--- src/rtl/eth_rx_axis_packer_if.sv ---
// AXI-Stream bus carrying packed receive words from the packer to the packet filter.
// Latency: none (wires only). Backpressure: slave drops tready, master holds the beat stable.
// Signals: tdata/tkeep/tvalid/tlast/tuser driven by the master, tready driven by the slave.
interface eth_rx_axis_packer_if #(
  parameter int DATA_W = 32
);
  localparam int KEEP_W = DATA_W / 8;

  logic [DATA_W-1:0] tdata;
  logic [KEEP_W-1:0] tkeep;
  logic              tvalid;
  logic              tlast;
  logic              tuser;
  logic              tready;

  modport master (output tdata, tkeep, tvalid, tlast, tuser, input tready);
  modport slave  (input tdata, tkeep, tvalid, tlast, tuser, output tready);
endinterface

--- src/rtl/eth_rx_axis_packer.sv ---
// GMII receive front end: strips preamble/SFD, packs bytes MSB-first into AXIS words, flags bad frames.
// Latency: a word is pushed when the byte after it arrives (or at rx_dv fall); FIFO is fall-through.
// Backpressure: absorbed by the FIFO; when it runs out mid-frame the frame is cut (tuser=1) and dropped.
// Ports: clk_i/a_rst_i (async active-high), gmii_rxd_i/gmii_rx_dv_i/gmii_rx_er_i in,
//   m_axis (AXIS master), overflow_o (sticky), frame_done_o (pulse on tlast push).
// Build option: define ETH_RX_FCS_STRIP_EN to drop the trailing 4 FCS bytes of every frame.
module eth_rx_axis_packer #(
  parameter int STREAM_DATA_WIDTH = 32,
  parameter int FIFO_DEPTH        = 16
) (
  input  logic                        clk_i,
  input  logic                        a_rst_i,
  input  logic [7:0]                  gmii_rxd_i,
  input  logic                        gmii_rx_dv_i,
  input  logic                        gmii_rx_er_i,
  eth_rx_axis_packer_if.master        m_axis,
  output logic                        overflow_o,
  output logic                        frame_done_o
);
  localparam int KEEP_W = STREAM_DATA_WIDTH / 8;
  localparam int CW     = $clog2(KEEP_W) + 1;
  localparam int AW     = $clog2(FIFO_DEPTH);
  localparam logic [CW-1:0] CNT_FULL = CW'(KEEP_W);
  // Mid-frame pushes must leave one slot free so the closing beat always fits.
  localparam logic [AW:0] OCC_FWD_LIM = (AW+1)'(FIFO_DEPTH - 2);
  localparam logic [AW:0] OCC_FULL    = (AW+1)'(FIFO_DEPTH);
  localparam logic [7:0]  PRE_BYTE    = 8'h55;
  localparam logic [7:0]  SFD_BYTE    = 8'hD5;

  typedef enum logic [1:0] {S_IDLE, S_PREAMBLE, S_DATA, S_DROP} state_t;

  typedef struct packed {
    logic [STREAM_DATA_WIDTH-1:0] dat;
    logic [KEEP_W-1:0]            keep;
    logic                         last;
    logic                         user;
  } beat_t;

  state_t                       state_q, state_d;
  logic [STREAM_DATA_WIDTH-1:0] acc_q, acc_d;
  logic [CW-1:0]                cnt_q, cnt_d;
  logic                         err_q, err_d;
  logic                         ovf_q, ovf_d;
  logic                         in_vld;
  logic [7:0]                   in_byte;
  logic [KEEP_W-1:0]            keep_tail;

  beat_t                        mem_q [FIFO_DEPTH];
  logic [AW-1:0]                wr_ptr_q, rd_ptr_q;
  logic [AW:0]                  occ_q, occ_eff;
  logic                         push, pop;
  beat_t                        push_beat, head;

`ifdef ETH_RX_FCS_STRIP_EN
  // Four-byte delay line: whatever is still in it at rx_dv fall is the FCS.
  logic [31:0] dly_q, dly_d;
  logic [2:0]  dly_cnt_q, dly_cnt_d;
`endif

  assign pop       = m_axis.tvalid && m_axis.tready;
  assign occ_eff   = occ_q - (AW+1)'(pop);
  assign keep_tail = ~({KEEP_W{1'b1}} >> cnt_q);

  always_comb begin
    state_d   = state_q;
    acc_d     = acc_q;
    cnt_d     = cnt_q;
    err_d     = err_q;
    ovf_d     = ovf_q;
    push      = 1'b0;
    push_beat = '0;
    in_vld    = 1'b0;
    in_byte   = gmii_rxd_i;
`ifdef ETH_RX_FCS_STRIP_EN
    dly_d     = dly_q;
    dly_cnt_d = dly_cnt_q;
`endif
    case (state_q)
      S_IDLE: begin
        if (gmii_rx_dv_i) begin
          if (gmii_rxd_i == PRE_BYTE)      state_d = S_PREAMBLE;
          else if (gmii_rxd_i == SFD_BYTE) state_d = S_DATA;
          else                             state_d = S_DROP;
        end
      end
      S_PREAMBLE: begin
        if (!gmii_rx_dv_i)                 state_d = S_IDLE;
        else if (gmii_rx_er_i)             state_d = S_DROP;
        else if (gmii_rxd_i == SFD_BYTE)   state_d = S_DATA;
        else if (gmii_rxd_i != PRE_BYTE)   state_d = S_DROP;
      end
      S_DATA: begin
        if (gmii_rx_dv_i) begin
          if (gmii_rx_er_i) err_d = 1'b1;
`ifdef ETH_RX_FCS_STRIP_EN
          dly_d = {dly_q[23:0], gmii_rxd_i};
          if (dly_cnt_q == 3'd4) begin
            in_vld  = 1'b1;
            in_byte = dly_q[31:24];
          end else begin
            dly_cnt_d = dly_cnt_q + 3'd1;
          end
`else
          in_vld = 1'b1;
`endif
          if (in_vld) begin
            if (cnt_q != CNT_FULL) begin
              acc_d = acc_q | ({in_byte, {(STREAM_DATA_WIDTH-8){1'b0}}} >> {cnt_q, 3'b000});
              cnt_d = cnt_q + CW'(1);
            end else if (occ_eff < OCC_FWD_LIM) begin
              push      = 1'b1;
              push_beat = {acc_q, {KEEP_W{1'b1}}, 1'b0, 1'b0};
              acc_d     = {in_byte, {(STREAM_DATA_WIDTH-8){1'b0}}};
              cnt_d     = CW'(1);
            end else begin
              // Out of room: close the frame here as errored and discard the rest.
              push      = (occ_eff != OCC_FULL);
              push_beat = {acc_q, {KEEP_W{1'b1}}, 1'b1, 1'b1};
              ovf_d     = 1'b1;
              state_d   = S_DROP;
              acc_d     = '0;
              cnt_d     = '0;
              err_d     = 1'b0;
`ifdef ETH_RX_FCS_STRIP_EN
              dly_d     = '0;
              dly_cnt_d = '0;
`endif
            end
          end
        end else begin
          if (cnt_q != '0) begin
            if (occ_eff != OCC_FULL) begin
              push      = 1'b1;
              push_beat = {acc_q, keep_tail, 1'b1, err_q};
            end else begin
              ovf_d = 1'b1;
            end
          end
          state_d = S_IDLE;
          acc_d   = '0;
          cnt_d   = '0;
          err_d   = 1'b0;
`ifdef ETH_RX_FCS_STRIP_EN
          dly_d     = '0;
          dly_cnt_d = '0;
`endif
        end
      end
      S_DROP: begin
        if (!gmii_rx_dv_i) state_d = S_IDLE;
      end
      default: state_d = S_DROP;
    endcase
  end

  always_ff @(posedge clk_i or posedge a_rst_i) begin
    if (a_rst_i) begin
      state_q   <= S_DROP;
      acc_q     <= '0;
      cnt_q     <= '0;
      err_q     <= 1'b0;
      ovf_q     <= 1'b0;
`ifdef ETH_RX_FCS_STRIP_EN
      dly_q     <= '0;
      dly_cnt_q <= '0;
`endif
    end else begin
      state_q   <= state_d;
      acc_q     <= acc_d;
      cnt_q     <= cnt_d;
      err_q     <= err_d;
      ovf_q     <= ovf_d;
`ifdef ETH_RX_FCS_STRIP_EN
      dly_q     <= dly_d;
      dly_cnt_q <= dly_cnt_d;
`endif
    end
  end

  always_ff @(posedge clk_i or posedge a_rst_i) begin
    if (a_rst_i) begin
      wr_ptr_q <= '0;
      rd_ptr_q <= '0;
      occ_q    <= '0;
    end else begin
      if (push) wr_ptr_q <= wr_ptr_q + AW'(1);
      if (pop)  rd_ptr_q <= rd_ptr_q + AW'(1);
      occ_q <= occ_q + (AW+1)'(push) - (AW+1)'(pop);
    end
  end

  // Storage needs no reset; outputs are gated by tvalid.
  always_ff @(posedge clk_i) begin
    if (push) mem_q[wr_ptr_q] <= push_beat;
  end

  assign head          = mem_q[rd_ptr_q];
  assign m_axis.tvalid = (occ_q != '0);
  assign m_axis.tdata  = m_axis.tvalid ? head.dat  : '0;
  assign m_axis.tkeep  = m_axis.tvalid ? head.keep : '0;
  assign m_axis.tlast  = m_axis.tvalid & head.last;
  assign m_axis.tuser  = m_axis.tvalid & head.user;
  assign overflow_o    = ovf_q;
  assign frame_done_o  = push & push_beat.last;
endmodule

--- src/flat_wrapper.sv ---
// flat-port wrapper written by rule: the top's interface ports become plain ports
module eth_rx_axis_packer_flat 
#(
  parameter int STREAM_DATA_WIDTH = 32,
  parameter int FIFO_DEPTH        = 16
)
  (clk_i, a_rst_i, gmii_rxd_i, gmii_rx_dv_i, gmii_rx_er_i, overflow_o, frame_done_o, m_axis_tdata, m_axis_tkeep, m_axis_tvalid, m_axis_tlast, m_axis_tuser, m_axis_tready);
  eth_rx_axis_packer_if m_axis_i ();
  input  logic clk_i;
  input  logic a_rst_i;
  input  logic [7:0] gmii_rxd_i;
  input  logic gmii_rx_dv_i;
  input  logic gmii_rx_er_i;
  output logic overflow_o;
  output logic frame_done_o;
  output wire logic [$bits(m_axis_i.tdata)-1:0] m_axis_tdata;
  output wire logic [$bits(m_axis_i.tkeep)-1:0] m_axis_tkeep;
  output wire logic [$bits(m_axis_i.tvalid)-1:0] m_axis_tvalid;
  output wire logic [$bits(m_axis_i.tlast)-1:0] m_axis_tlast;
  output wire logic [$bits(m_axis_i.tuser)-1:0] m_axis_tuser;
  input wire logic [$bits(m_axis_i.tready)-1:0] m_axis_tready;
  assign m_axis_tdata = m_axis_i.tdata;
  assign m_axis_tkeep = m_axis_i.tkeep;
  assign m_axis_tvalid = m_axis_i.tvalid;
  assign m_axis_tlast = m_axis_i.tlast;
  assign m_axis_tuser = m_axis_i.tuser;
  assign m_axis_i.tready = m_axis_tready;
  eth_rx_axis_packer #(.STREAM_DATA_WIDTH(STREAM_DATA_WIDTH), .FIFO_DEPTH(FIFO_DEPTH)) u_core (.clk_i(clk_i), .a_rst_i(a_rst_i), .gmii_rxd_i(gmii_rxd_i), .gmii_rx_dv_i(gmii_rx_dv_i), .gmii_rx_er_i(gmii_rx_er_i), .m_axis(m_axis_i), .overflow_o(overflow_o), .frame_done_o(frame_done_o));
endmodule
--- config.mk ---
export PLATFORM = sky130hd
export DESIGN_NAME = eth_rx_axis_packer_flat
export DESIGN_NICKNAME = d
export VERILOG_FILES = /design/src/rtl/eth_rx_axis_packer_if.sv /design/src/rtl/eth_rx_axis_packer.sv /design/src/flat_wrapper.sv
export SDC_FILE = /design/constraint.sdc
export NUM_CORES = 1
export LEC_CHECK = 0
export BUFFER_PORTS_ARGS = -buffer_cell sky130_fd_sc_hd__buf_4
export CAP_MARGIN = 10
export CORE_UTILIZATION = 44
export CTS_CLUSTER_DIAMETER = 40
export CTS_CLUSTER_SIZE = 20
export DETAILED_ROUTE_END_ITERATION = 12
export GPL_TIMING_DRIVEN = 0
export RECOVER_POWER = 50
export SKIP_CTS_REPAIR_TIMING = 1
export SYNTH_ARGS = -nofsm -noshare
export SYNTH_HDL_FRONTEND = slang
export SYNTH_SLANG_ARGS = --single-unit
--- constraint.sdc ---
create_clock -name clk_i -period 9.6 [get_ports clk_i]
set_input_delay 0.96 -clock clk_i [delete_from_list [all_inputs] [get_ports clk_i]]
set_output_delay 0.96 -clock clk_i [all_outputs]
set_load 0.05 [all_outputs]
* Word level (Yosys, flattened, before mapping)
Memory sizes are Yosys's and may differ from the RTL's.
Cells that the tools add are included.
** Cells by class
- Magnitude comparators :: 1
- Eq/ne operators :: 16
- Mux-type cells :: 43
- Add/sub/neg operators :: 6
- Shift-type cells :: 2
- Bitwise operators :: 5
- Reduce and logical (&&, ||, !) cells :: 7
** Operator list (number)
- 38-bit two-way mux :: 5
- 32-bit two-way mux :: 4
- 32-bit bitwise OR :: 1
- 32-bit by 6-bit >> shifter with 32-bit output :: 1
- 2-bit two-way mux :: 11
- 1-bit two-way mux :: 19
- 2-bit inequality test, second input constant :: 5
- 5-bit AND reduction :: 2
- 5-bit by 1-bit subtractor with 5-bit output :: 2
- 3-bit inequality test, second input constant :: 3
- 4-bit by 1-bit adder with 4-bit output, second input constant :: 2
- 8-bit by 7-bit equality test with 1-bit output, second input constant :: 1
- 8-bit equality test, second input constant :: 1
- 8-bit by 7-bit inequality test with 1-bit output, second input constant :: 1
- 2-bit one-hot mux with 4 select lines :: 1
- 3-bit two-way mux :: 2
- 5-bit by 1-bit adder with 5-bit output :: 1
- 5-bit by 4-bit < comparator with 1-bit output, second input constant :: 1
- 5-bit by 3-bit inequality test with 1-bit output, second input constant :: 1
- 5-bit inequality test, second input constant :: 1
- 5-bit nonzero test :: 1
- 2-bit equality test, second input constant :: 2
- 4-bit two-way mux :: 1
- 4-bit NOT :: 1
- other kinds (8) :: 10
** Storage, ports and cells
- Logic and storage cells :: 89
- Bits in writable memories :: 608
- Input port bits :: 13
- Register bits :: 52
- Output and inout port bits :: 41
- Memories :: 1
** Memories
- u_core.mem_q :: words 16, bits a word 38, read ports 1, clocked after Yosys merged registers in 0, write ports 1, line eth_rx_axis_packer.sv:48 : beat_t mem_q [FIFO_DEPTH];

* Depth between registers and ports, before layout
Gate-level depths: netlist of run 1.
- Depth after elaboration :: 10
- Depth in mapped cells :: 19
- Mapped depth without buffers :: 17

* Worst setup path after synthesis of run 1
OpenSTA, ideal clock, no wires.
- Path kind :: register to register
- Start point :: register u_core.occ_q[2]
- End point :: memory u_core.mem_q[0][0] (netlist name), enable pin
- Required time :: 9058 ps
- Clock period less this slack :: 7539 ps
- Arrival :: 6997 ps
- Library setup time :: 542 ps
- Stages on the path, launching flop included :: 14
- Setup slack :: 2061 ps
- Cells stage by stage :: dfrtp_1 -> inv_1 -> ha_1 -> or4b_2 -> and2_1 -> clkbuf_2 -> ha_1 -> ha_1 -> nor2b_1 -> or3_1 -> a211o_1 -> nand2_1 -> buf_4 -> nor4b_1
** On the way
- Cells in the longest elaborated chain, start to end :: 10
- Elaborated cells on any way between the ends :: 13
- Those cells by class :: add/sub (1); order compare (1); eq/ne (1); mux (8); reduce/logical (2)
** RTL lines
- from (decl) :: line eth_rx_axis_packer.sv:50 : logic [AW:0] occ_q, occ_eff;
- from (signal assigned) :: line eth_rx_axis_packer.sv:188 : occ_q <= occ_q + (AW+1)'(push) - (AW+1)'(pop);
- 5-bit nonzero test (*) :: line eth_rx_axis_packer.sv:198 : assign m_axis.tvalid = (occ_q != '0);
- net m_axis_tvalid :: line flat_wrapper.sv:18 : output wire logic [$bits(m_axis_i.tvalid)-1:0] m_axis_tvalid;
- 1-bit logical AND (*) :: line eth_rx_axis_packer.sv:60 : assign pop = m_axis.tvalid && m_axis.tready;
- 5-bit by 1-bit subtractor with 5-bit output (*) :: line eth_rx_axis_packer.sv:61 : assign occ_eff = occ_q - (AW+1)'(pop);
- 5-bit by 4-bit < comparator with 1-bit output / 5-bit inequality test (equally long branches) :: line eth_rx_axis_packer.sv:110, eth_rx_axis_packer.sv:117, eth_rx_axis_packer.sv:132
- 1-bit two-way mux, on equally long branches :: line eth_rx_axis_packer.sv:110, eth_rx_axis_packer.sv:132
- 1-bit two-way mux, on equally long branches :: line eth_rx_axis_packer.sv:107, eth_rx_axis_packer.sv:131
- 1-bit two-way mux (*) :: line eth_rx_axis_packer.sv:93 : if (gmii_rx_dv_i) begin
- 1-bit two-way mux (*) :: line eth_rx_axis_packer.sv:78 : case (state_q)
- 1-bit two-way mux (*) :: line eth_rx_axis_packer.sv:194 : if (push) mem_q[wr_ptr_q] <= push_beat;
- 1-bit two-way mux (not written as such) (*) :: line eth_rx_axis_packer.sv:194
- to (decl) :: line eth_rx_axis_packer.sv:48
Mark *: on every way through the listed nets, which the timed path passes. The rest lies on a longest branch.

* Worst setup path in the final report of run 1
- Start point :: register u_core.occ_q[3]
- End point :: memory u_core.mem_q[14][22] (netlist name), enable pin
** On the way
- Cells in the longest elaborated chain, start to end :: 10
- Elaborated cells on any way between the ends :: 13
- Those cells by class :: add/sub (1); order compare (1); eq/ne (1); mux (8); reduce/logical (2)
** RTL lines (line)
- 5-bit nonzero test :: eth_rx_axis_packer.sv:198
- 1-bit logical AND :: eth_rx_axis_packer.sv:60
- 5-bit by 1-bit subtractor with 5-bit output (*) :: eth_rx_axis_packer.sv:61
- 5-bit by 4-bit < comparator with 1-bit output / 5-bit inequality test (equally long branches) :: eth_rx_axis_packer.sv:110, eth_rx_axis_packer.sv:117, eth_rx_axis_packer.sv:132
- 1-bit two-way mux, on equally long branches :: eth_rx_axis_packer.sv:110, eth_rx_axis_packer.sv:132
- 1-bit two-way mux, on equally long branches :: eth_rx_axis_packer.sv:107, eth_rx_axis_packer.sv:131
- 1-bit two-way mux (*) :: eth_rx_axis_packer.sv:93
- 1-bit two-way mux (*) :: eth_rx_axis_packer.sv:78
- 1-bit two-way mux (*) :: eth_rx_axis_packer.sv:194
- 1-bit two-way mux (not written as such) (*) :: eth_rx_axis_packer.sv:194
Mark *: on every way between the ends. The rest lies on a longest branch, timed or not.

==> implementation parameters, run 1 <==
Parameter                              Value

Outcome
  Result of the run ... finished, violations left
  Failing checks ... capacitance limit, slew limit

STA
  Hold Violations, Final ... 0
  Max-slew violations ... 137
  Least-Margin Pin Slew ... 2490 ps
  Highest achievable clock rate ... 161 MHz
  Rel. slew slack ... -66.4%
  Setup total negative slack ... 0 ps
  Number of endpoints failing setup at the final stage ... 0
  Final setup skew ... 21.4 ps
  Unrepaired setup endpoints after global routing ... false
  Period utilisation layout ... 64.6%
  Fin crit period ... 6200 ps

Layout
  Synthesis-to-finish area growth ... 18.0%
  Layout Cell Area excl Fill ... 30800 µm²
  Non-filler cells in the finished layout ... 2400
  Fillcell total ... 4569
  Diodes inserted ... 0
  Fraction of layout instances using a drive strength above 1 ... 23.6%
  Total Nets Final ... 1601

Floorplan
  Initial core utilization ... 44.9%
  Die Footprint ... 60400 µm²
  Total I/O pin count ... 54
  Count of standard-cell rows ... 88
  X dimension of the die ... 246 µm
  Std-Cell Core Area ... 58200 µm²
  Die height ... 246 µm

Routing
  Number of antenna-violating nets in the routed design ... 0
  Top Metal Used ... met4
  Met3 WL post-DR ... 4070 µm
  Final wirelength ... 64100 µm
  Routed length per placed instance ... 26.7 µm
  Drt pass-1 iters ... 5
  Wire length on met1 ... 28000 µm
  Vias after detailed routing ... 13700
  Via-to-Cell Ratio ... 5.73
  Met2 routed wirelength ... 31000 µm
  Violation count after the first detailed-route iteration ... 1491
  Count of unresolved DRC violations after routing ... 0

CTS
  Clock root cell ... sky130_fd_sc_hd__clkbuf_16
  Clock latency of the later-clocked register in the worst-skew pair ... 610 ps
  Num CTS Buffers ... 81
  CTS H-Tree Depth ... 3
  TritonCTS clock tree ... built
  Worst-path clk slew ... 60 ps
  Bufs on Longest Clock Path ... 3
  Total clock sinks ... 660

Global route
  First-pass GRT wire length ... 94200 µm
  Number of antenna violations at the first check in global routing ... 0
  Overall routing resource usage ... 21.8%
  Overflow left after global routing ... 0
  Vias in the first global route ... 14000
  Pin count of the biggest net entering global routing ... 39

Yosys
  Count of warnings emitted by yosys ... 0
  Count leader, synth ... sky130_fd_sc_hd__edfxtp_1
  Yosys top cell by area ... sky130_fd_sc_hd__edfxtp_1
  Number of enable-type register cells in the synthesized netlist ... 608
  Share of flip-flops with an asynchronous set or reset ... 7.88%
  Post-Synthesis Cells ... 1354
  Number of nets in the synthesized netlist ... 1387
  FF+latch count, synth ... 660
  Mean instance size in the synthesized netlist ... 19.3 µm²
  Mapped cell area ... 26100 µm²
  Part of the Yosys area used for sequential elements ... 74.8%
  Number of different library cells in the post-synthesis netlist ... 54
  Area fraction of the dominant cell type after synthesis ... 69.8%
  Leading cell types by count after synthesis ... sky130_fd_sc_hd__edfxtp_1 (608), sky130_fd_sc_hd__mux4_2 (120), sky130_fd_sc_hd__mux2i_1 (93)
  Synth Flop Type ... sky130_fd_sc_hd__edfxtp_1
  Leading post-synthesis cells by cell area ... sky130_fd_sc_hd__edfxtp_1 (70%), sky130_fd_sc_hd__mux4_2 (10%), sky130_fd_sc_hd__dfrtp_1 (4.8%), sky130_fd_sc_hd__mux2i_1 (3.6%), sky130_fd_sc_hd__nor2b_1 (1.0%)

Power and ir drop
  Net switching power of the design ... 3.42 mW
  Worst vdd rail ir drop ... 0.151 mV
  Part of the power in the clock network ... 32.8%
  Leak Pwr ... 10.8 nW
  Sequential power share ... 35.0%
  Internal portion of total power ... 6.28 mW
  Switching part of the total ... 35.3%
  Part of the power in combinational logic ... 32.2%
  Power Density ... 315 nW/µm²

Critical path
  Critical-path cell list ... inv_1, ha_1, or4b_2, and2_0, clkbuf_1, ha_1, ha_1, nor2b_1, or3_1, a211o_1, nand2_1, clkbuf_1, nor2_1, clkbuf_1, buf_16
  Library cell contributing the largest single delay on the critical path ... sky130_fd_sc_hd__nor2_1
  Highest fanout seen on the critical path ... 15
  Crit path capture type ... register
  Startpoint types ... register
  Data arrival time at the worst-slack endpoint ... 6510 ps
  Start-to-end type of the worst setup path ... register to register
  Data required time at the worst endpoint ... 9910 ps
  CP max stage delay ... 1230 ps

Place
  Placed inst area ... 28500 µm²
  Post-DP HPWL ... 42700 µm
  Inst Count DP ... 2246
  Quantity of I/O buffers inserted on ports ... 52
  GPL Wtd Cong ... 0.789

Flow run
  Number of max-cap violations ... 9

Min path
  Hold Crit Class ... primary input to async pin
==> worst paths after layout <==
| path | startpoint | to | slack (ps) | depth (start not counted) |
|---|---|---|---|---|
| max in group asynchronous | a_rst_i | u_core.rd_ptr_q[2]$_DFFE_PP0N_ | 6760 | 3 |
| worst min register to register | u_core.acc_q[13]$_DFFE_PP0P_ | u_core.acc_q[13]$_DFFE_PP0P_ | 490 | 2 |
| worst max-delay path | u_core.occ_q[3]$_DFF_PP0_ | u_core.mem_q[14][22]$_DFFE_PP_ | 3400 | 15 |
| worst max register to register | u_core.occ_q[3]$_DFF_PP0_ | u_core.mem_q[14][22]$_DFFE_PP_ | 3400 | 15 |
| min in group clk_i | u_core.acc_q[13]$_DFFE_PP0P_ | u_core.acc_q[13]$_DFFE_PP0P_ | 490 | 2 |
| worst min-delay path | a_rst_i | u_core.overflow_o$_DFFE_PP0P_ | 440 | 2 |
==> worst max-delay path, delay by kind of cell (launching register included) <==
family | cells | cell delay (ps)
fa+ha+maj | 3 | 690
compound gates | 1 | 290
simple gates | 6 | 2580
buf+inv | 5 | 1900
flops | 1 | 420
==> cell usage in the layout (no fill, tap or decap), drive strengths merged, types with 10 or more instances in the layout <==
| master | instances |
|---|---|
| nand2 | 42 |
| ha | 19 |
| edfxtp | 608 |
| mux4 | 120 |
| mux2i | 93 |
| mux2 | 17 |
| bufinv | 10 |
| nor3 | 10 |
| buf | 103 |
| clkbuf | 194 |
| o211ai | 30 |
| a21oi | 49 |
| nor2b | 43 |
| nand2b | 11 |
| o22ai | 24 |
| o21ai | 19 |
| nor2 | 39 |
| inv | 41 |
| clkinv | 21 |
| dfrtp | 50 |
==> per-stage QoR <==
step                      util, %  power [mW]  worst slack (ps)  hold slack [ps]
after floorplan                 -        5.69              2060              455
after global placement       47.2        6.71             -3770              473
after detailed placement     48.9        6.77              4080              478
after CTS                    53.8        9.94              4070              325
after global routing         52.9        10.1              2980              482
final                        52.9        9.70              3400              440
==> flip-flops by register name, summed over array words and instances, names as in the netlist <==
signal and cells:
u_core.occ_q 5, u_core.overflow_o 1, u_core.rd_ptr_q 4, u_core.acc_q 32, u_core.err_q 1, u_core.state_q 2
u_core.mem_q 608, u_core.wr_ptr_q 4, u_core.cnt_q 3
==> final cells by class <==
class | instances | area, µm² | share of cell area (%)
Multi-Input combinational cell | 597 | 6110 | 19.8
Tap cell | 765 | 957 | 3.10
Clock inverter | 61 | 711 | 2.30
Timing Repair Buffer | 131 | 943 | 3.06
Inverter | 20 | 75.1 | 0.243
Sequential cell | 660 | 19600 | 63.4
Buffer | 77 | 337 | 1.09
Clock buffer | 89 | 2140 | 6.95
==> cell families after synthesis <==
kind of cell | after synthesis | share of synthesized area, %
flops | 660 | 74.8
mux | 230 | 14.6
simple gates | 174 | 3.41
compound gates | 162 | 4.08
buf+inv | 97 | 1.71
fa+ha+maj | 20 | 0.986
xor+xnor | 11 | 0.369
==> power groups by stage <==
stage               Combinational (mW)  Clock, mW  Sequential (mW)
global route                      3.34       3.34             3.41
floorplan                         2.25          0             3.44
finish                            3.13       3.18             3.40
detailed placement                3.32          0             3.45
CTS                               3.33       3.22             3.40
global placement                  3.24          0             3.47
==> per-layer routing <==
metal / GRT usage [%] / vias to the layer above
met1: 31.4 / 7242
met5: 0 / -
met3: 3.23 / 81
li1: - / 5937
met2: 34.8 / 488
met4: 5.77 / 0
(Power assumes the default switching activity.)
==> inputs of run 2 (changes only) <==
==> constraint.sdc (replaced) <==
create_clock -name clk_i -period 6.1 [get_ports clk_i]
set_input_delay 0.61 -clock clk_i [delete_from_list [all_inputs] [get_ports clk_i]]
set_output_delay 0.61 -clock clk_i [all_outputs]
set_load 0.05 [all_outputs]
==> run 2 against run 1 <==
Power up 58%. The flow still finishes with violations (capacitance limit, slew limit). Global-route usage up 0.053 points. Critical endpoint is now u_core.mem_q[9][29]$_DFFE_PP_. Highest routed layer unchanged. Fmax is 12% higher. Via count down 0.33%. First-iteration DRC count down 13%. Utilization grew 0.30 points.
==> implementation parameters, run 2 (synthesis gave the netlist of run 1 again) <==
Parameter                              Value

Place
  Placed inst area ... 28500 µm² (about the same)
  Quantity of I/O buffers inserted on ports ... 52 (unchanged)
  Post-DP HPWL ... 42600 µm (-0.27%)
  Inst Count DP ... 2232 (-0.62%)
  GPL Wtd Cong ... 0.779 (-1.3%)

Critical path
  Data arrival time at the worst-slack endpoint ... 5770 ps (-740 ps)
  Start-to-end type of the worst setup path ... register to register
  Startpoint types ... register
  Data required time at the worst endpoint ... 6340 ps (-3570 ps)
  Highest fanout seen on the critical path ... 10 (-5)
  Crit path capture type ... register

Outcome
  Result of the run ... finished, violations left
  Failing checks ... capacitance limit, slew limit

STA
  Highest achievable clock rate ... 181 MHz (+12%)
  Period utilisation layout ... 90.7% (+26 points)
  Number of endpoints failing setup at the final stage ... 0 (unchanged)
  Final setup skew ... 17.2 ps (-4.27 ps)
  Hold Worst Slack ... 290 ps (-150 ps)
  Fin crit period ... 5530 ps (-667 ps)
  Max-slew violations ... 66 (-52%)
  Least-Margin Pin Slew ... 2390 ps (-92.8 ps)
  Setup total negative slack ... 0 ps (unchanged)
  Unrepaired setup endpoints after global routing ... false
  Hold Violations, Final ... 0 (unchanged)
  Rel. slew slack ... -59.6% (+6.8 points)

Routing
  Met3 WL post-DR ... 4110 µm (+0.91%)
  Drt pass-1 iters ... 5 (unchanged)
  Top Metal Used ... met4
  Number of antenna-violating nets in the routed design ... 0 (unchanged)
  Violation count after the first detailed-route iteration ... 1304 (-13%)
  Count of unresolved DRC violations after routing ... 0 (unchanged)
  Via-to-Cell Ratio ... 5.72 (about the same)
  Met2 routed wirelength ... 30600 µm (-1.3%)
  Wire length on met1 ... 28300 µm (+0.80%)
  Vias after detailed routing ... 13700 (-0.33%)
  Routed length per placed instance ... 27.0 µm (+0.92%)
  Final wirelength ... 64500 µm (+0.66%)

Layout
  Layout Cell Area excl Fill ... 31000 µm² (+0.57%)
  Non-filler cells in the finished layout ... 2394 (-0.25%)
  Fraction of layout instances using a drive strength above 1 ... 24.5% (+0.88 points)
  Total Nets Final ... 1592 (-0.56%)
  Largest register by flop count ... u_core.mem_q
  Diodes inserted ... 0 (unchanged)
  Synthesis-to-finish area growth ... 18.6%
  Fillcell total ... 4536 (-0.72%)
  Number of flip-flops in the largest register ... 608 (unchanged)
  Most frequent standard cell in the layout excluding fill and tap cells ... sky130_fd_sc_hd__edfxtp_1
  Commonest cells after routing, fill and taps aside ... sky130_fd_sc_hd__edfxtp_1 (608), sky130_fd_sc_hd__mux4_2 (120), sky130_fd_sc_hd__clkbuf_1 (98), sky130_fd_sc_hd__mux2i_1 (93), sky130_fd_sc_hd__clkbuf_16 (86)
  Leading registers by flop count ... u_core.mem_q (608), u_core.acc_q (32), u_core.occ_q (5)

CTS
  Clock latency of the later-clocked register in the worst-skew pair ... 620 ps (about the same)
  Clock root cell ... sky130_fd_sc_hd__clkbuf_16
  Worst-path clk slew ... 60 ps (about the same)
  CTS H-Tree Depth ... 3 (unchanged)
  Num CTS Buffers ... 84 (+3.7%)
  Total clock sinks ... 660 (unchanged)
  Bufs on Longest Clock Path ... 3 (unchanged)
  TritonCTS clock tree ... built

Power and ir drop
  Power Density ... 495 nW/µm² (+57%)
  Leak Pwr ... 10.9 nW (+0.32%)
  Overall power consumption ... 15.4 mW (+58%)
  Worst vdd rail ir drop ... 0.329 mV (+120%)

Global route
  Vias in the first global route ... 14200 (+0.92%)
  Number of antenna violations at the first check in global routing ... 0 (unchanged)
  Overall routing resource usage ... 21.9% (+0.053 points)
  First-pass GRT wire length ... 93900 µm (-0.32%)
  Pin count of the biggest net entering global routing ... 44 (+13%)
  Overflow left after global routing ... 0 (unchanged)

Floorplan
  Die height ... 246 µm (unchanged)
  Count of standard-cell rows ... 88 (unchanged)
  Die Footprint ... 60400 µm² (unchanged)
  X dimension of the die ... 246 µm (unchanged)
  Initial core utilization ... 44.9% (unchanged)
  Std-Cell Core Area ... 58200 µm² (unchanged)
  Total I/O pin count ... 54 (unchanged)

Min path
  Hold Crit Class ... primary input to register

Flow run
  Number of max-cap violations ... 3 (-6)
run 2: changes by cell type in the layout (fill, tap and decap cells not counted), sizes merged:
cell / delta
clkbuf: -8
buf: -6
clkinv: +4
clkinvlp: +3
bufinv: -1
dlygate4sd3: +1
inv: +1
run 2: layout make-up:
cell class	instances	area (µm²)	share of cell area, %
clock buffer	88	2160	6.96
timing repair buffer	119	977	3.15
inverter	20	75.1	0.242
tap	765	957	3.09
sequential	660	19600	63.1
buffer	77	338	1.09
multi-input combinational	597	6190	19.9
clock inverter	68	761	2.45
run 2: path summary, 6_finish.rpt:
kind                                              from                             to  slack [ps]  cells past startpoint
max in group asynchronous                      a_rst_i   u_core.acc_q[17]$_DFFE_PP0P_        2960                      4
min in group asynchronous                      a_rst_i      u_core.occ_q[1]$_DFF_PP0_         530                      3
setup / recovery             u_core.occ_q[3]$_DFF_PP0_  u_core.mem_q[9][29]$_DFFE_PP_         570                     15
hold / removal                           gmii_rxd_i[2]   u_core.acc_q[26]$_DFFE_PP0P_         290                      2
setup reg to reg             u_core.occ_q[3]$_DFF_PP0_  u_core.mem_q[9][29]$_DFFE_PP_         570                     15
hold reg to reg            u_core.acc_q[7]$_DFFE_PP0P_    u_core.acc_q[7]$_DFFE_PP0P_         490                      2
run 2: stage by stage:
stage               setup slack [ps]  utilization, %
finish                           569            53.2
global route                     391            53.2
CTS                              839            53.9
detailed placement               885            48.9
global placement               -6730            47.2
floorplan                      -1400               -
run 2: critical path, cell delays in order (launching register included):
cell and delay, ps:
sky130_fd_sc_hd__dfrtp_1 420, sky130_fd_sc_hd__inv_1 160, sky130_fd_sc_hd__ha_1 180, sky130_fd_sc_hd__or4b_2 740, sky130_fd_sc_hd__and2_1 220, sky130_fd_sc_hd__clkbuf_1 250
sky130_fd_sc_hd__ha_1 290, sky130_fd_sc_hd__ha_1 210, sky130_fd_sc_hd__nor2b_1 150, sky130_fd_sc_hd__or3_1 160, sky130_fd_sc_hd__a211o_1 320, sky130_fd_sc_hd__nand2_1 110
sky130_fd_sc_hd__clkbuf_1 310, sky130_fd_sc_hd__nor3_1 870, sky130_fd_sc_hd__buf_6 260, sky130_fd_sc_hd__clkbuf_1 490
run 2: layer usage:
metal,vias up,global-route usage (%)
li1,5911,-
met1,7234,31.1
met2,464,34.2
met3,93,3.47
met4,0,7.93
met5,-,0
run 2: report_power, final:
group	internal [mW]	switching, mW	total, mW
combinational	1.63	3.32	4.95
sequential	5.23	0.112	5.34
clock	3.03	2.03	5.07
total	9.90	5.46	15.4
==> inputs of run 3 (changes only) <==
--- a/config.mk
+++ b/config.mk
@@ -7,6 +7,7 @@
 export LEC_CHECK = 0
 export BUFFER_PORTS_ARGS = -buffer_cell sky130_fd_sc_hd__buf_4
 export CAP_MARGIN = 10
+export CORE_ASPECT_RATIO = 1.4
 export CORE_UTILIZATION = 44
 export CTS_CLUSTER_DIAMETER = 40
 export CTS_CLUSTER_SIZE = 20
==> run 3 against run 2 <==
The flow still finishes with violations (capacitance limit, slew limit). Non-clock buffer count increased by 7. Fmax is 2.3% lower. Critical path type unchanged. Clock power is 19% lower.
==> implementation parameters, run 3 (synthesis gave the netlist of run 1 again) <==
Parameter                              Value

Outcome
  Result of the run ... finished, violations left
  Failing checks ... capacitance limit, slew limit

Min path
  Hold Crit Class ... primary input to async pin

CTS
  Num CTS Buffers ... 66 (-21%)
  Clock latency of the later-clocked register in the worst-skew pair ... 620 ps (about the same)
  Clock root cell ... sky130_fd_sc_hd__clkbuf_16
  Bufs on Longest Clock Path ... 3 (unchanged)
  TritonCTS clock tree ... built
  CTS H-Tree Depth ... 3 (unchanged)
  Worst-path clk slew ... 80 ps (+20 ps)
  Total clock sinks ... 660 (unchanged)

Routing
  Count of unresolved DRC violations after routing ... 0 (unchanged)
  Final wirelength ... 66200 µm (+2.6%)
  Top Metal Used ... met5
  Met2 routed wirelength ... 35100 µm (+15%)
  Drt pass-1 iters ... 5 (unchanged)
  Routed length per placed instance ... 28.2 µm (+4.6%)
  Met3 WL post-DR ... 3360 µm (-18%)
  Via-to-Cell Ratio ... 5.79 (+1.2%)
  Number of antenna-violating nets in the routed design ... 0 (unchanged)
  Vias after detailed routing ... 13600 (-0.73%)
  Wire length on met1 ... 25400 µm (-10%)
  Violation count after the first detailed-route iteration ... 1068 (-18%)

Layout
  Layout Cell Area excl Fill ... 30500 µm² (-1.8%)
  Fraction of layout instances using a drive strength above 1 ... 23.3% (-1.2 points)
  Leading registers by flop count ... u_core.mem_q (608), u_core.acc_q (32), u_core.occ_q (5)
  Synthesis-to-finish area growth ... 16.5%
  Non-filler cells in the finished layout ... 2349 (-1.9%)
  Number of flip-flops in the largest register ... 608 (unchanged)
  Most frequent standard cell in the layout excluding fill and tap cells ... sky130_fd_sc_hd__edfxtp_1
  Total Nets Final ... 1581 (-0.69%)
  Post-layout util ... 51.9% (-1.4 points)
  Largest register by flop count ... u_core.mem_q
  Commonest cells after routing, fill and taps aside ... sky130_fd_sc_hd__edfxtp_1 (608), sky130_fd_sc_hd__mux4_2 (120), sky130_fd_sc_hd__clkbuf_1 (98), sky130_fd_sc_hd__mux2i_1 (93), sky130_fd_sc_hd__clkbuf_16 (69)

STA
  Number of endpoints failing setup at the final stage ... 0 (unchanged)
  Period utilisation layout ... 92.8% (+2.1 points)
  Unrepaired setup endpoints after global routing ... false
  Rel. slew slack ... -9.61% (+50 points)
  Fin crit period ... 5660 ps (+130 ps)
  Hold Violations, Final ... 0 (unchanged)
  Highest achievable clock rate ... 177 MHz (-2.3%)
  Max-slew violations ... 41 (-38%)
  Final setup skew ... 33.9 ps (+16.8 ps)
  Least-Margin Pin Slew ... 1640 ps (-756 ps)

Global route
  Vias in the first global route ... 14300 (+0.90%)
  First-pass GRT wire length ... 96400 µm (+2.7%)
  Overflow left after global routing ... 0 (unchanged)
  Number of antenna violations at the first check in global routing ... 7 (+7)
  Pin count of the biggest net entering global routing ... 30 (-32%)
  Overall routing resource usage ... 22.5% (+0.62 points)

Place
  Post-DP HPWL ... 45400 µm (+6.5%)
  Quantity of I/O buffers inserted on ports ... 52 (unchanged)
  Inst Count DP ... 2225 (-0.31%)
  GPL Wtd Cong ... 0.812 (+4.2%)
  Placed inst area ... 28600 µm² (+0.33%)

Critical path
  Start-to-end type of the worst setup path ... register to register
  Startpoint types ... register
  Highest fanout seen on the critical path ... 10 (unchanged)
  Crit Reg-Reg Startpoint ... u_core.occ_q[3]$_DFF_PP0_
  Worst setup slack for register-to-register paths ... 440 ps (-130 ps)
  Crit path capture type ... register
  Start point of the critical path ... u_core.occ_q[3]$_DFF_PP0_
  Data arrival time at the worst-slack endpoint ... 5960 ps (+190 ps)
  Data required time at the worst endpoint ... 6400 ps (+60 ps)

Flow run
  Number of max-cap violations ... 3 (unchanged)

Power and ir drop
  Power Density ... 475 nW/µm² (-4.2%)
  Worst vdd rail ir drop ... 0.336 mV (+2.2%)
  Overall power consumption ... 14.5 mW (-5.9%)
  Leak Pwr ... 10.6 nW (-2.3%)

Floorplan
  Count of standard-cell rows ... 105 (+19%)
  X dimension of the die ... 208 µm (-15%)
  Die height ... 290 µm (+18%)
  Std-Cell Core Area ... 58700 µm² (+0.82%)
  Total I/O pin count ... 54 (unchanged)
  Initial core utilization ... 44.5% (-0.37 points)
  Die Footprint ... 60400 µm² (about the same)
## run 3: cell type report
class | count | area (µm²)
clock inverters | 47 | 474
inverters | 20 | 75.1
repair buffers | 126 | 1140
clock buffers | 72 | 1740
diodes | 1 | 2.50
multi-input cells | 597 | 6200
flip-flops and latches | 660 | 19600
fillers | 4730 | 28300
plain buffers | 77 | 342
well taps | 749 | 937
## run 3: per-layer routing
metal  GRT usage (%)  vias to the layer above
li1                -                     5874
met1            27.1                     7168
met2            39.7                      433
met3            3.83                      115
met4            9.76                       12
met5               0                        -
## run 3: where the power goes
group | switching, mW | internal (mW) | total (mW) | leakage, nW
sequential | 0.117 | 5.23 | 5.34 | 6.56
combinational | 3.35 | 1.64 | 4.99 | 2.98
clock | 1.86 | 2.27 | 4.13 | 1.08
## run 3: worst paths after layout
check / end / depth (start not counted)
max: u_core.mem_q[8][30]$_DFFE_PP_ / 15
min: u_core.err_q$_DFFE_PP0P_ / 2
max reg2reg: u_core.mem_q[8][30]$_DFFE_PP_ / 15
min reg2reg: u_core.acc_q[3]$_DFFE_PP0P_ / 2
max in group asynchronous: u_core.acc_q[0]$_DFFE_PP0P_ / 3
min in group clk_i: u_core.acc_q[25]$_DFFE_PP0P_ / 2
## run 3: worst max-delay path, cell delays in order, from the launching register on
cell and delay, ps:
sky130_fd_sc_hd__dfrtp_1 420, sky130_fd_sc_hd__inv_1 170, sky130_fd_sc_hd__ha_1 200, sky130_fd_sc_hd__or4b_2 780, sky130_fd_sc_hd__and2_0 280, sky130_fd_sc_hd__clkbuf_1 270
sky130_fd_sc_hd__ha_1 280, sky130_fd_sc_hd__ha_1 200, sky130_fd_sc_hd__nor2b_1 140, sky130_fd_sc_hd__or3_1 200, sky130_fd_sc_hd__a211o_1 350, sky130_fd_sc_hd__nand2_1 110
sky130_fd_sc_hd__buf_4 200, sky130_fd_sc_hd__nor3_1 930, sky130_fd_sc_hd__clkbuf_1 560, sky130_fd_sc_hd__buf_6 250
## run 3: stage by stage
| step | worst slack, ps | setup TNS (ps) | hold slack [ps] |
|---|---|---|---|
| after global routing | 180 | 0 | 270 |
| after global placement | -7080 | -1995260 | 468 |
| after detailed placement | 616 | 0 | 476 |
| after floorplan | -1400 | -163250 | 455 |
| final | 438 | 0 | 256 |
| after CTS | 576 | 0 | 79.3 |
